`src/rtl/bmem_arbiter.sv`:
```
// Two-client round-robin arbiter sharing one burst memory port between the
// icache (read-only) and dcache line adapters; grant held for a full burst.
module bmem_arbiter #(
  parameter int unsigned BURST_LEN = 4
) (
  input  logic        clk,
  input  logic        rst,
  input  logic [31:0] i_addr,
  input  logic        i_read,
  output logic        i_ready,
  output logic        i_rvalid,
  output logic [63:0] i_rdata,
  input  logic [31:0] d_addr,
  input  logic        d_read,
  input  logic        d_write,
  input  logic [63:0] d_wdata,
  output logic        d_ready,
  output logic        d_rvalid,
  output logic [63:0] d_rdata,
  output logic [31:0] bmem_addr,
  output logic        bmem_read,
  output logic        bmem_write,
  output logic [63:0] bmem_wdata,
  input  logic        bmem_ready,
  input  logic        bmem_rvalid,
  input  logic [63:0] bmem_rdata
);

  localparam int unsigned CW = $clog2(BURST_LEN) + 1;
  localparam logic [CW-1:0] LAST = CW'(BURST_LEN - 1);

  typedef enum logic [1:0] {IDLE, RD_I, RD_D, WR_D} state_e;

  state_e        state_q, state_d;
  logic [CW-1:0] cnt_q, cnt_d;
  logic [31:0]   addr_q, addr_d;
  logic          prio_q, prio_d;
  logic          pend_i, pend_d, grant_i, grant_d;

  assign i_rdata = bmem_rdata;
  assign d_rdata = bmem_rdata;

  always_ff @(posedge clk) begin
    if (rst) begin
      state_q <= IDLE;
      cnt_q   <= '0;
      addr_q  <= '0;
      prio_q  <= 1'b0;
    end else begin
      state_q <= state_d;
      cnt_q   <= cnt_d;
      addr_q  <= addr_d;
      prio_q  <= prio_d;
    end
  end

  always_comb begin
    state_d    = state_q;
    cnt_d      = cnt_q;
    addr_d     = addr_q;
    prio_d     = prio_q;
    i_ready    = 1'b0;
    d_ready    = 1'b0;
    i_rvalid   = 1'b0;
    d_rvalid   = 1'b0;
    bmem_addr  = '0;
    bmem_read  = 1'b0;
    bmem_write = 1'b0;
    bmem_wdata = '0;

    pend_i  = i_read;
    pend_d  = d_read | d_write;
    // prio=0 favours dcache, prio=1 favours icache
    grant_d = pend_d & (~pend_i | ~prio_q);
    grant_i = pend_i & ~grant_d;

    unique case (state_q)
      IDLE: begin
        if (grant_d) begin
          bmem_addr  = d_addr;
          bmem_read  = d_read;
          bmem_write = d_write;
          bmem_wdata = d_wdata;
          d_ready    = bmem_ready;
          if (d_read && bmem_ready) begin
            addr_d  = d_addr;
            cnt_d   = '0;
            prio_d  = 1'b1;
            state_d = RD_D;
          end else if (d_write && bmem_ready) begin
            addr_d = d_addr;
            cnt_d  = CW'(1);
            prio_d = 1'b1;
            if (BURST_LEN > 1) state_d = WR_D;
          end
        end else if (grant_i) begin
          bmem_addr = i_addr;
          bmem_read = 1'b1;
          i_ready   = bmem_ready;
          if (bmem_ready) begin
            addr_d  = i_addr;
            cnt_d   = '0;
            prio_d  = 1'b0;
            state_d = RD_I;
          end
        end
      end
      RD_I: begin
        i_rvalid = bmem_rvalid;
        if (bmem_rvalid) begin
          cnt_d = cnt_q + CW'(1);
          if (cnt_q == LAST) state_d = IDLE;
        end
      end
      RD_D: begin
        d_rvalid = bmem_rvalid;
        if (bmem_rvalid) begin
          cnt_d = cnt_q + CW'(1);
          if (cnt_q == LAST) state_d = IDLE;
        end
      end
      WR_D: begin
        bmem_addr  = addr_q;
        bmem_write = d_write;
        bmem_wdata = d_wdata;
        d_ready    = bmem_ready;
        if (d_write && bmem_ready) begin
          cnt_d = cnt_q + CW'(1);
          if (cnt_q == LAST) state_d = IDLE;
        end
      end
      default: state_d = IDLE;
    endcase

    // All handshake and memory outputs are forced quiet while in reset
    if (rst) begin
      i_ready    = 1'b0;
      d_ready    = 1'b0;
      i_rvalid   = 1'b0;
      d_rvalid   = 1'b0;
      bmem_addr  = '0;
      bmem_read  = 1'b0;
      bmem_write = 1'b0;
      bmem_wdata = '0;
    end
  end

endmodule
```
`config.mk`:
```
export PLATFORM = sky130hd
export DESIGN_NAME = bmem_arbiter
export DESIGN_NICKNAME = d
export VERILOG_FILES = /design/src/rtl/bmem_arbiter.sv
export SDC_FILE = /design/constraint.sdc
export NUM_CORES = 1
export LEC_CHECK = 0
export ABC_AREA = 1
export BUFFER_PORTS_ARGS = -buffer_cell sky130_fd_sc_hd__clkbuf_2
export CORE_AREA = 5 5 162 164
export DETAILED_ROUTE_END_ITERATION = 6
export DIE_AREA = 0 0 167 169
export GPL_TIMING_DRIVEN = 0
export PLACE_DENSITY_LB_ADDON = 0.2
export REMOVE_ABC_BUFFERS = 1
export SLEW_MARGIN = 20
export SYNTH_ARGS = -nofsm -noshare
export SYNTH_HDL_FRONTEND = slang
export SYNTH_SLANG_ARGS = --single-unit
```
`constraint.sdc`:
```
create_clock -name clk -period 2.3 [get_ports clk]
set_input_delay 0.46 -clock clk [delete_from_list [all_inputs] [get_ports clk]]
set_output_delay 0.46 -clock clk [all_outputs]
set_load 0.02 [all_outputs]
```
* Yosys cells after proc, flatten, opt, wreduce, memory -nomap -nowiden *
Cells that the tools add are included.

word-level totals
  word-level logic and storage cells = 82
  register bits after elaboration = 38
  input bits = 199
  output and inout port bits = 230

operators by class
  equality and inequality tests = 10
  add/subtract/negate cells = 1
  muxes and demuxes = 52
  reduce and logical (&&, ||, !) cells = 8
  bitwise logic cells = 7

operators by type and width
  cell                 count
  $mux 32              8
  $mux 64              2
  $pmux 64 s2          1
  $pmux 32 s2          1
  $mux 1               21
  $mux 3               7
  $mux 2               8
  $pmux 3 s3           1
  $ne 3x3->1 const B   2
  $pmux 2 s3           1
  $reduce_and 5->1     1
  $eq 2x2->1 const B   2
  $ne 4x4->1 const B   1
  $pmux 1 s2           2
  $reduce_and 4->1     1
  $reduce_bool 2->1    2
  $add 3x1->3 const B  1
  $eq 3x2->1 const B   1
  $ne 3x1->1 const B   1
  $not 1->1            3
  $and 1x1->1          2
  $eq 2x1->1 const B   1
  $logic_and 1x1->1    2
  $logic_not 2->1      1
  other kinds (4)      5

* Depth between registers and ports, before layout *
  depth after elaboration = 9
  depth in mapped cells = 9
  depth with buffers taken out = 9

* Least setup slack after synthesis *
No wires, ideal clock.

  kind = register -> output
  start point = reg state_q[0]
  end point = out bmem_write
  arrival time = 1.712 ns
  path buffers = 2
  path slack = 0.128 ns
  cell stages (with the launch flop) = 7
  cells stage by stage = dfxtp_1 > inv_1 > ha_1 > or2_1 > buf_2 > buf_6 > nor3_1

on the way
  longest elaborated chain between the ends = 3
  elaborated cells between the ends (all ways) = 4

RTL lines
  what                                           RTL line  text
  start: declaration                             34        state_e state_q, state_d;
  start signal: assignment                       50        state_q <= state_d;
  $eq 2x2->1 or $logic_not 2->1 (tied branches)  77        unique case (state_q)
  $pmux 1 s2 (*)                                 77
  $mux 1 (*)                                     136       if (rst) begin
  end: declaration                               22        output logic bmem_write,

Every way passes the cells marked *; elsewhere a longest branch is shown, timed or not.

* Worst setup path after layout *
  start point = reg state_q[1]
  end point = out bmem_write

Same word-level chain as after synthesis.

==> flow_summary.json <==
{
  "status": "finished, final reports clean",
  "drv_slew": 0,
  "ys_seq_elements": 38,
  "clock-root-buffer": "clkbuf_16",
  "cts_tree": "yes",
  "post_synth.cell_area_avg_um2": 5.91,
  "wl_per_cell_um": 26.1,
  "die_h_um": 169,
  "power_density_mw_per_mm2": 901,
  "synthCells": 741,
  "cp-start-kind": "flip-flop",
  "fillers": 2845,
  "fin_crit_sh_pct": 98.8,
  "crit_type": "flip-flop to primary output",
  "layout.nets": 1048,
  "syn-cell-area_mm2": 0.00438,
  "yosys-top-cells-count": "nand2_1, buf_4, a21oi_1",
  "final_core_utilization_pct": 24.1,
  "slew_headroom_pct": 60.9,
  "drc": 0,
  "antenna_left": 0,
  "cp.required_ns": 1.84,
  "hpwl_mm": 20.5,
  "drt-total-wl_mm": 30.6,
  "ir_drop_mv": 0.400,
  "ctsHoldBuffers": 0,
  "die_x_um": 167,
  "ff2ff_path_depth": 7,
  "post-place-ws_ns": -0.845,
  "clk_pin_slew_ns": 0.06,
  "drive_gt1_share_pct": 43.0,
  "setup_tns_ns": 0,
  "area_growth_pct": 36.4,
  "hold_depth": 2,
  "core_mm2": 0.0247,
  "grt_pass1_wl_mm": 40.7,
  "tightest_slew_ns": 0.586,
  "cts_buffers": 5,
  "async_flop_share_pct": 0,
  "ys_types": 26,
  "synth_area_leaders": "buf_4, nand2_1, dfxtp_1",
  "p_leak_nw": 2.83,
  "initial_core_util_pct": 17.7,
  "clock_skew_ns": 0.00243,
  "synth.most_common_cell": "nand2_1",
  "die_area_mm2": 0.0282,
  "clockBufferDepth": 2,
  "fin_crit_ns": 2.27,
  "grt.overflow.total": 0,
  "hold_viol_final": 0,
  "ys.flop_type": "dfxtp_1",
  "vias": 5349,
  "gp_congestion": 0.803,
  "diodes": 0,
  "grt_max_degree": 46,
  "hold_class": "flip-flop to flip-flop",
  "io_buffers": 236,
  "seqCellArea_um2": 769,
  "avgViaCountPerCell": 4.56,
  "clk_latency_ns": 0.29,
  "first_pass_iters": 4,
  "drt-initial-drc-count": 261,
  "synth_warnings": 0,
  "rsz0062_at_grt": "yes",
  "yosysTopAreaCell": "buf_4",
  "multi_input_area_mm2": 0.00262,
  "grt_pass1_vias": 5321,
  "setup_violations": 0,
  "worst-path-max-fanout": 7,
  "clock_sinks": 38,
  "cp-end-kind": "primary output",
  "synth_seq_area_share_pct": 17.4,
  "antenna_found_initial": 1,
  "ios": 429,
  "h-tree-depth": 2,
  "rows": 58,
  "max_freq_ghz": 0.440,
  "max-cap-violations": 0,
  "synth_edf_count": 0,
  "fin_ws_ns": 0.0277,
  "synthDominantCellAreaShare_pct": 23.0,
  "arrival_ns": 1.81,
  "track_usage_pct": 19.9
}
## logic make-up after synthesis
| kind of cell | Yosys count | share of synthesized area [%] |
|---|---|---|
| simple gates | 426 | 42.0 |
| fa+ha+maj | 7 | 2.00 |
| compound gates | 74 | 8.51 |
| buf+inv | 196 | 30.1 |
| flops | 38 | 17.4 |
## registers in the layout (all words and copies together), names as in the netlist
| register | flops |
|---|---|
| addr_q | 32 |
| state_q | 2 |
| prio_q | 1 |
| cnt_q | 3 |
## per-layer routing
layer  part of all wire (%)  up-vias  global-route usage, %
met5                   0.70        -                   9.39
met4                   0.71        6                   2.88
met3                     18       25                   18.0
met2                     42      424                   28.9
met1                     38     2448                   21.5
li1                       -     2446                      -
## placed cells by master (no fill, tap or decap), drive strengths merged
cell / count
a211oi: 1
a21oi: 72
buf: 100
clkbuf: 172
clkinv: 2
clkinvlp: 1
dfxtp: 38
ha: 7
inv: 14
nand2: 282
nand3: 40
nand4: 34
nor2: 70
nor3: 3
o21ai: 1
or2: 5
## repair_timing
action	in CTS	in global routing
buffers inserted	13	5
pin swaps	7	6
resized for setup	92	161
gates cloned	9	8
setup endpoints to repair	100	87
## critical path: stages (launching register included)
cell and delay (ns):
dfxtp_4 0.36, inv_4 0.05, ha_4 0.25, or2_4 0.32
buf_12 0.18, nor3_1 0.17, buf_4 0.18
## path summary, 6_finish.rpt
check,startpoint,end,slack (ns)
max,state_q[1],bmem_write,0.03
min,addr_q[12],addr_q[12],0.47
max reg2reg,state_q[1],addr_q[23],0.45
min reg2reg,addr_q[12],addr_q[12],0.47
## layout make-up
| cell class | instances | share of cell area, % |
|---|---|---|
| tap | 330 | 6.91 |
| multi-input combinational | 515 | 43.8 |
| timing repair inverter | 2 | 0.691 |
| clock buffer | 7 | 2.22 |
| timing repair buffer | 265 | 32.0 |
| inverter | 15 | 1.57 |
| sequential | 38 | 12.9 |
## report_power, final
| part | switching [mW] | leakage (nW) | internal (mW) |
|---|---|---|---|
| sequential | 0.0746 | 0.313 | 0.795 |
| clock | 0.291 | 0.0640 | 0.398 |
| combinational | 2.35 | 2.45 | 1.48 |
| total | 2.71 | 2.83 | 2.67 |
## metrics by stage
step                power [mW]  cells  hold slack, ns  instance area [um^2]
global placement          3.88   1126           0.454                  4710
CTS                       4.98   1159           0.468                  5500
detailed placement        3.58   1130           0.457                  4820
finish                    5.39   1172           0.466                  5970
global route              5.82   1172           0.487                  5970
floorplan                 2.51    560           0.439                  3120
(Power assumes the default switching activity.)
